===== config.mk =====
export PLATFORM = sky130hd
export DESIGN_NAME = game_clock_countdown
export DESIGN_NICKNAME = d
export VERILOG_FILES = /design/src/rtl/game_clock_countdown.sv
export SDC_FILE = /design/constraint.sdc
export NUM_CORES = 1
export LEC_CHECK = 0
export ABC_AREA = 1
export BUFFER_PORTS_ARGS = -buffer_cell sky130_fd_sc_hd__buf_2
export CAP_MARGIN = 20
export CORE_MARGIN = 5
export CORE_UTILIZATION = 50
export DETAILED_ROUTE_END_ITERATION = 8
export GPL_TIMING_DRIVEN = 0
export PLACE_DENSITY = 0.74
export SETUP_SLACK_MARGIN = 0.15
export SKIP_CTS_REPAIR_TIMING = 1
export SLEW_MARGIN = 20
export SYNTH_ARGS = -nofsm -noshare
export SYNTH_HDL_FRONTEND = slang
export SYNTH_SLANG_ARGS = --single-unit
export TNS_END_PERCENT = 100

===== constraint.sdc =====
create_clock -name clk -period 1.8 [get_ports clk]
set_input_delay 0.18 -clock clk [delete_from_list [all_inputs] [get_ports clk]]
set_output_delay 0.18 -clock clk [all_outputs]
set_load 0.05 [all_outputs]

===== src/rtl/game_clock_countdown.sv =====
// Quarter game clock: counts MM:SS down in BCD from QTR_MIN:00 on each rising edge of
// the 1 Hz tick, with run/pause control, quarter tracking, and quarter-end / game-over flags.
module game_clock_countdown #(
  parameter int QTR_MIN  = 15,
  parameter int NUM_QTRS = 4
) (
  input  logic       clk,
  input  logic       rst,
  input  logic       tick,
  input  logic       start_stop,
  input  logic       next_qtr,
  output logic [3:0] min_tens,
  output logic [3:0] min_ones,
  output logic [3:0] sec_tens,
  output logic [3:0] sec_ones,
  output logic [2:0] quarter,
  output logic       running,
  output logic       qtr_end,
  output logic       game_over
);

  localparam logic [3:0] MT_INIT = 4'(QTR_MIN / 10);
  localparam logic [3:0] MO_INIT = 4'(QTR_MIN % 10);
  localparam logic [2:0] LAST_Q  = 3'(NUM_QTRS);

  typedef enum logic [1:0] {S_STOP, S_RUN, S_EXPIRED, S_FINAL} state_t;

  state_t     state_q, state_d;
  logic       tick_q;
  logic [3:0] mt_q, mo_q, st_q, so_q;
  logic [3:0] mt_d, mo_d, st_d, so_d;
  logic [2:0] quarter_q, quarter_d;
  logic       running_q, running_d;
  logic       qtr_end_q, qtr_end_d;
  logic       game_over_q, game_over_d;

  logic sec_pulse;
  logic at_one;
  logic expire;

  assign sec_pulse = tick & ~tick_q;
  // Expiry is decided on the pre-decrement value, so the digits never wrap below 00:00.
  assign at_one    = (mt_q == 4'd0) && (mo_q == 4'd0) && (st_q == 4'd0) && (so_q == 4'd1);
  assign expire    = (state_q == S_RUN) && sec_pulse && at_one;

  // State register and all datapath registers
  always_ff @(posedge clk) begin
    if (rst) begin
      state_q     <= S_STOP;
      tick_q      <= 1'b0;
      mt_q        <= MT_INIT;
      mo_q        <= MO_INIT;
      st_q        <= 4'd0;
      so_q        <= 4'd0;
      quarter_q   <= 3'd1;
      running_q   <= 1'b0;
      qtr_end_q   <= 1'b0;
      game_over_q <= 1'b0;
    end else begin
      state_q     <= state_d;
      tick_q      <= tick;
      mt_q        <= mt_d;
      mo_q        <= mo_d;
      st_q        <= st_d;
      so_q        <= so_d;
      quarter_q   <= quarter_d;
      running_q   <= running_d;
      qtr_end_q   <= qtr_end_d;
      game_over_q <= game_over_d;
    end
  end

  // Next-state logic; expiry takes priority over a simultaneous start_stop
  always_comb begin
    state_d = state_q;
    case (state_q)
      S_STOP:    if (start_stop) state_d = S_RUN;
      S_RUN: begin
        if (expire)          state_d = (quarter_q == LAST_Q) ? S_FINAL : S_EXPIRED;
        else if (start_stop) state_d = S_STOP;
      end
      S_EXPIRED: if (next_qtr) state_d = S_STOP;
      default:   state_d = S_FINAL;
    endcase
  end

  // Output / datapath logic: BCD borrow chain, quarter advance, registered flags
  always_comb begin
    mt_d        = mt_q;
    mo_d        = mo_q;
    st_d        = st_q;
    so_d        = so_q;
    quarter_d   = quarter_q;
    running_d   = (state_d == S_RUN);
    qtr_end_d   = expire;
    game_over_d = (state_d == S_FINAL);
    if ((state_q == S_RUN) && sec_pulse) begin
      if (so_q != 4'd0) begin
        so_d = so_q - 4'd1;
      end else begin
        so_d = 4'd9;
        if (st_q != 4'd0) begin
          st_d = st_q - 4'd1;
        end else begin
          st_d = 4'd5;
          if (mo_q != 4'd0) begin
            mo_d = mo_q - 4'd1;
          end else begin
            mo_d = 4'd9;
            mt_d = mt_q - 4'd1;
          end
        end
      end
    end else if ((state_q == S_EXPIRED) && next_qtr) begin
      mt_d      = MT_INIT;
      mo_d      = MO_INIT;
      st_d      = 4'd0;
      so_d      = 4'd0;
      quarter_d = quarter_q + 3'd1;
    end
  end

  assign min_tens  = mt_q;
  assign min_ones  = mo_q;
  assign sec_tens  = st_q;
  assign sec_ones  = so_q;
  assign quarter   = quarter_q;
  assign running   = running_q;
  assign qtr_end   = qtr_end_q;
  assign game_over = game_over_q;

endmodule

======== After elaboration in Yosys (flattened, before gate mapping) ========
Cells that the tools add are included.
word-level totals
  logic and storage cells ................. 67
  input port bits ......................... 5
  register bits ........................... 25
  output and inout bits ................... 22
cells by class
  reductions and logical operators ........ 18
  eq/ne operators ......................... 9
  bitwise operators ....................... 3
  mux-type cells .......................... 22
  add/sub/neg operators ................... 5
operators with widths
  operator                                                            number
  4-bit 2-to-1 mux                                                    16
  4-bit by 1-bit subtractor with 4-bit output, second input constant  4
  4-bit logical NOT                                                   3
  4-bit nonzero test                                                  3
  2-bit 2-to-1 mux                                                    4
  1-bit logical AND                                                   6
  2-bit inequality test, second input constant                        3
  2-bit case mux with 3 select lines                                  1
  2-bit by 1-bit == test with 1-bit output, second input constant     2
  2-bit == test, second input constant                                2
  4-bit by 1-bit == test with 1-bit output, second input constant     1
  2-bit AND reduction                                                 2
  4-bit AND reduction                                                 1
  3-bit by 1-bit adder with 3-bit output, second input constant       1
  3-bit == test, second input constant                                1
  3-bit AND reduction                                                 1
  2-bit logical NOT                                                   1
  1-bit inverter                                                      2
  2-bit nonzero test                                                  1
  1-bit bitwise AND                                                   1
  1-bit 2-to-1 mux                                                    1

======== Logic depth before layout (Yosys ltp) ========
Gate-level depths: netlist (run 1).
  depth in word-level cells ............... 8
  mapped depth ............................ 11
  mapped depth without buffers ............ 11

======== Worst setup path before layout (run 1) ========
Ideal clock, no wire load.
  path type ............................... register to register
  start ................................... reg so_q[0], in the netlist sec_ones[0]
  end ..................................... reg mt_q[3], in the netlist min_tens[3]
  stages on the path, launching flop included .. 10
  buffers on the path ..................... 0
  data required time ...................... 1,729 ps
  slack ................................... 71 ps
  period minus slack after synthesis ...... 1,729 ps
  library setup time ...................... 71 ps
  arrival ................................. 1,659 ps
  cells stage by stage .................... dfxtp_1 inv_1 ha_1 nand2_1 nor2_1 nand2_2 nand2_4 nand2_2 nand2_1 a21oi_1
on the way
  cells in the longest elaborated chain, start to end .. 3
RTL lines
  element                          RTL line  RTL
  start, declared                  30        logic [3:0] mt_q, mo_q, st_q, so_q;
  start signal, assigned           54        so_q <= 4'd0;
  start signal, assigned           65        so_q <= so_d;
  4-bit nonzero test               98        if (so_q != 4'd0) begin
  2-bit inequality test (no line)  -
  4-bit AND reduction (no line)    -
  end signal, assigned             62        mt_q <= mt_d;
  end, declared                    30
Every way passes these cells.
A chain may end at the register's enable or synchronous reset.

======== Worst setup path in the final report (run 1) ========
  start ................................... reg so_q[1], in the netlist sec_ones[1]
  end ..................................... reg mt_q[0], in the netlist min_tens[0]
Same word-level chain as after synthesis.

==> run metrics, run 1 <==
portion of netlist area occupied by mux cells 0%; Core Area 2500 um^2; top cell type's share of synthesized area 37.9%; peak supply drop approximately 560 uV; initial detailed-routing violation count 64; Cell Count Post-Placement 239; total number of nets in the final design 227; main area contributors after synthesis dfxtp_1 38%, inv_1 8.0%, a21oi_1 7.6%; WP data required 2.01 ns; average wire length per cell after detail routing 12.1 um; Synth Net Count 197; power density of the placed cells 676 nW/um^2; IO Count 27; number of I/O port buffers 25; slack of the worst reg-to-reg path between 0.2 and 0.25 ns; vias after detailed routing 1279; Total Die Area between 3000 and 4000 um^2; Cells after Synth 184; area share of and/or/nand/nor cells after synthesis 28.0%; compound-gate portion of the synthesized area between 10% and 20%; sequential-to-total area share from yosys stat 37.9%; wire length of the first global-routing pass 4.89 mm; Max Clk Rate 643 MHz; remaining antenna violation count 0; Global Route Usage Sum 17.1%; largest family of logic cells by synthesized area simple AND/OR/NAND/NOR gates; hold crit path type primary input to flop; CTS Root Buffer Type clkbuf_4; placed wire-length estimate after detailed placement roughly 2.2 mm; filler cell count in the final layout approximately 240; final-layout setup total negative slack 0 ns; count of pins over their slew limit 0; prevailing post-synth register cell dfxtp_1; post-placement setup slack 0.166 ns; library cells used by synthesis 26; setup-violating endpoint count in the final report 0; Top cell by count, worst path nand2_2; per-cell via count in the routed design 5.26; setup repair after global routing missed its margin no; layout cell share with drive strength beyond 1 24.9%; Reg clk slew, reported paths 0.13 ns; non-filler instance count after layout 243; adder and majority gate portion of the synthesized area under 10%; total standard cell area after synthesis around 1300 um^2; category of the most critical setup path flop to flop; Worst-Skew Late Latency 0.31 ns; count of inserted antenna diode cells 0; remaining global-route overflow 0; number of failing hold endpoints at the final stage 0; cell area after placement 1490 um^2; synthesis-to-layout area growth 16.0%; critical path fanouts, max 6; maximum number of pins on one net before global-route repair 14; number of maximum-capacitance constraint violations 0; largest stage delay on the critical path between 0.3 and 0.4 ns; warning count from the yosys run 0; r2r worst-path depth 9; initial antenna violation count 0; leading cell type in the layout, fill and taps excluded inv_1; worst slew margin relative to its limit 66.8%; Initial DRT Pass Iterations 4; Worst-Margin Slew 0.498 ns; leak pwr around 0.00073 uW; critical path capture point type flop; worst-case clock skew 0.00136 ns; minimum setup slack in the final design 0.244 ns; CTS HTree Levels 1; TritonCTS clock tree built; worst-path cell with the longest stage delay dfxtp_2; ordered cell list for the critical path inv_1 -> ha_1 -> nand2_1 -> nor2_4 -> nand2_2 -> nand2_4 -> nand2_2 -> a21oi_1 -> o21ai_1; DIE WIDTH 61.4 um; highest-count cells in the layout ignoring fill and taps 28 x inv_1, 26 x nand2_1, 25 x buf_2; number of buffers between clock root and the deepest sink 2; worst hold path cell count 3; count of state elements after synthesis 25; Critical Path Source Type flop; number of placement rows 18; critical path arrival 1.77 ns; largest area contributor in the netlist dfxtp_1; cts bufs inserted 3; initial cell density of the core 52.8%; overall routed net length 2.94 mm; Final GP Congestion between 0.7 and 0.8; cell area after layout 1530 um^2; number of flops mapped to enable cells by yosys 0; Synth async-reset ratio 0%; number of remaining DRC errors 0; Num Clock Sinks 25; final critical-path required period approximately 1.6 ns; post-synthesis share of cell area spent on xor and xnor gates under 10%; via count of the first global-routing pass about 1200; Design Power 1040 uW; Avg Cell Area, Syn 7.17 um^2; y dimension of the die about 60 um; result of the run finished, final reports clean; final worst path period share between 80 and 90%
-- report_power, final --
group          internal (uW)  leakage [uW]  switching [uW]
Sequential               573      0.000204            15.1
Combinational           55.7      0.000514             149
Clock                   86.6     0.0000150             157
Total                    715      0.000734             321
-- synthesized netlist by cell type, drive strengths merged, types with 2 or more instances --
cell type / count
inv: 31
nor3: 2
dfxtp: 25
xor2: 3
nand2: 34
nand4: 3
nand3: 15
ha: 8
nor2: 24
o21ai: 12
a21oi: 20
-- critical path, delay by kind of cell, from the launching register on --
family          cells  cell delay (ns)
flops               1             0.34
fa+ha+maj           1             0.22
compound gates      2             0.21
simple gates        5             0.58
buf+inv             1             0.10
-- worst paths after layout --
kind	from	to
setup reg to reg	sec_ones[1]	min_tens[0]
hold / removal	tick	tick_q
setup / recovery	sec_ones[1]	min_tens[0]
hold reg to reg	sec_ones[0]	sec_ones[0]
-- cell type report --
class	instances	area [um^2]	area share (%)
buffer	2	7.51	0.490
clock buffer	4	26.3	1.72
inverter	31	116	7.60
multi-input combinational	126	711	46.4
sequential	25	508	33.2
tap	30	37.5	2.45
timing repair buffer	25	125	8.17
-- metrics by stage --
stage                     hold WS, ns  utilization, %
final                           0.102            61.3
after detailed placement        0.430            59.6
after floorplan                 0.305               -
after global routing           0.0815            61.3
after global placement          0.416            59.6
after CTS                      0.0874            60.7
-- state kept, by name, summed over array words and instances, names as in the netlist --
name,count
tick_q,1
running,1
qtr_end,1
quarter,3
min_tens,4
sec_ones,4
state_q,2
sec_tens,4
game_over,1
min_ones,4
-- logic make-up after synthesis --
family / count (synthesis)
adder cells (fa/ha/maj): 8
AO/OA/AOI/OAI: 36
XOR/XNOR: 4
AND/OR/NAND/NOR: 78
buffers and inverters: 33
flip-flops: 25
-- routing by layer --
layer  wire [um]  up-vias  global-route usage, %
met1        1300      600                   19.5
met4          43        0                   6.97
met3         116        5                   2.52
met5           0        -                      0
met2        1480       25                   31.6
li1            -      649                      -
Note: power is estimated with default switching activity, not from simulation.
==> inputs of run 2 (changes only) <==
Settings changed: CORE_UTILIZATION 50 to 53, PLACE_DENSITY 0.74 to 0.77.
Clock period 1.8 ns to 1.7 ns, I/O delays scaled along.
==> run metrics, run 2 (synthesized netlist as in run 1, its figures left out) <==
count of inserted antenna diode cells 0; Sequential cell area 510 um^2; ordered cell list for the critical path inv_2 -> ha_4 -> nand2_1 -> nor2_4 -> nand2_2 -> nand2_4 -> nand2_2 -> a21oi_1 -> o21ai_1; remaining global-route overflow 0; worst-case clock skew roughly 0.0011 ns; Global Route Usage Sum 15.6%; wire length of the first global-routing pass 4.35 mm; largest stage delay on the critical path between 0.3 and 0.4 ns; placed wire-length estimate after detailed placement approximately 2.1 mm; average wire length per cell after detail routing approximately 11 um; minimum setup slack in the final design 0.204 ns; number of remaining DRC errors 0; overall routed net length 2.79 mm; power density of the placed cells 704 nW/um^2; CTS HTree Levels 1; critical path fanouts, max 6; Final GP Congestion 0.754; number of I/O port buffers 25; critical path arrival 1.71 ns; number of failing hold endpoints at the final stage 0; total number of nets in the final design 230; CTS Root Buffer Type clkbuf_4; remaining antenna violation count 0; highest-count cells in the layout ignoring fill and taps 25 x buf_2, 24 x inv_1, 23 x nand2_1; final critical-path required period between 1 and 1.5 ns; Initial DRT Pass Iterations 4; post-placement setup slack 0.0722 ns; synthesis-to-layout area growth 20.4%; category of the most critical setup path flop to flop; Num Clock Sinks 25; Worst-Margin Slew 0.473 ns; Total Die Area about 3600 um^2; y dimension of the die 59.9 um; layout cell share with drive strength beyond 1 between 30 and 40%; leak pwr between 0.0007 and 0.0008 uW; maximum number of pins on one net before global-route repair 14; result of the run finished, final reports clean; per-cell via count in the routed design between 5 and 6; IO Count 27; final worst path period share between 80 and 90%; vias after detailed routing around 1300; number of placement rows 18; worst slew margin relative to its limit 68.4%; Max Clk Rate 669 MHz; total area of multi-input combinational cells 743 um^2; critical path capture point type flop; filler cell count in the final layout 240; Top cell by count, worst path nand2_2; cts bufs inserted 3; TritonCTS clock tree built; number of buffers between clock root and the deepest sink 2; Hold Worst Slack 0.0817 ns; peak supply drop 414 uV; Worst-Skew Late Latency 0.31 ns; via count of the first global-routing pass 1073; count of pins over their slew limit 0; Core Area 2430 um^2; initial antenna violation count 0; hold crit path type primary input to flop; initial cell density of the core 54.3%; final-layout setup total negative slack 0 ns; WP data required 1.91 ns; leading cell type in the layout, fill and taps excluded buf_2; worst-path cell with the longest stage delay dfxtp_2; number of maximum-capacitance constraint violations 0; Reg clk slew, reported paths 0.13 ns; initial detailed-routing violation count 61; setup repair after global routing missed its margin yes; Critical Path Source Type flop; setup-violating endpoint count in the final report 0; DIE WIDTH 59.9 um
## run 2: changes by cell type in the layout (fill, tap and decap cells not counted)
cell	change
nand2_1	-3
buf_4	+3
inv_1	-4
nand2_2	+3
dfxtp_1	-2
inv_2	+4
ha_4	+2
ha_1	-2
dfxtp_2	+2
## run 2: final cells by class
cell class	count	share of cell area (%)
inverter	31	7.32
sequential	25	32.1
buffer	2	0.472
timing repair buffer	28	9.29
tap	30	2.36
clock buffer	4	1.65
multi-input combinational	126	46.8
## run 2: layer usage
metal,wire [um],vias up,track usage [%]
met3,112,6,2.59
met4,35,0,6.65
met1,1260,586,19.8
met5,0,-,0
li1,-,654,-
met2,1380,27,25.9
## run 2: critical path, delay by kind of cell, from the launching register on
kind	cells	cell delay, ns
adders and majority gates	1	0.15
buffers and inverters	1	0.08
DFF	1	0.36
and+or+nand+nor	5	0.58
AOI/OAI and AO/OA	2	0.22
## run 2: metrics by stage
stage	cell area, um^2	util [%]	total power (uW)	instances
final	1590	65.3	1120	246
after global placement	1490	61.4	840	239
after detailed placement	1490	61.4	846	239
after floorplan	1330	-	800	184
after CTS	1520	62.4	1100	243
after global routing	1590	65.3	1190	246
## run 2: final timing paths
check / startpoint / endpoint / slack [ns] / cells after the start
hold reg to reg: min_tens[1] / min_tens[1] / 0.49 / 2
hold / removal: tick / tick_q / 0.08 / 3
setup / recovery: sec_ones[0] / min_tens[0] / 0.20 / 9
setup reg to reg: sec_ones[0] / min_tens[0] / 0.20 / 9
## run 2: report_power, final
part	switching [uW]	leakage, uW	total [uW]	internal, uW
registers	16.6	0.000205	623	607
clock network	167	0.0000150	258	91.6
logic	163	0.000529	237	74.5
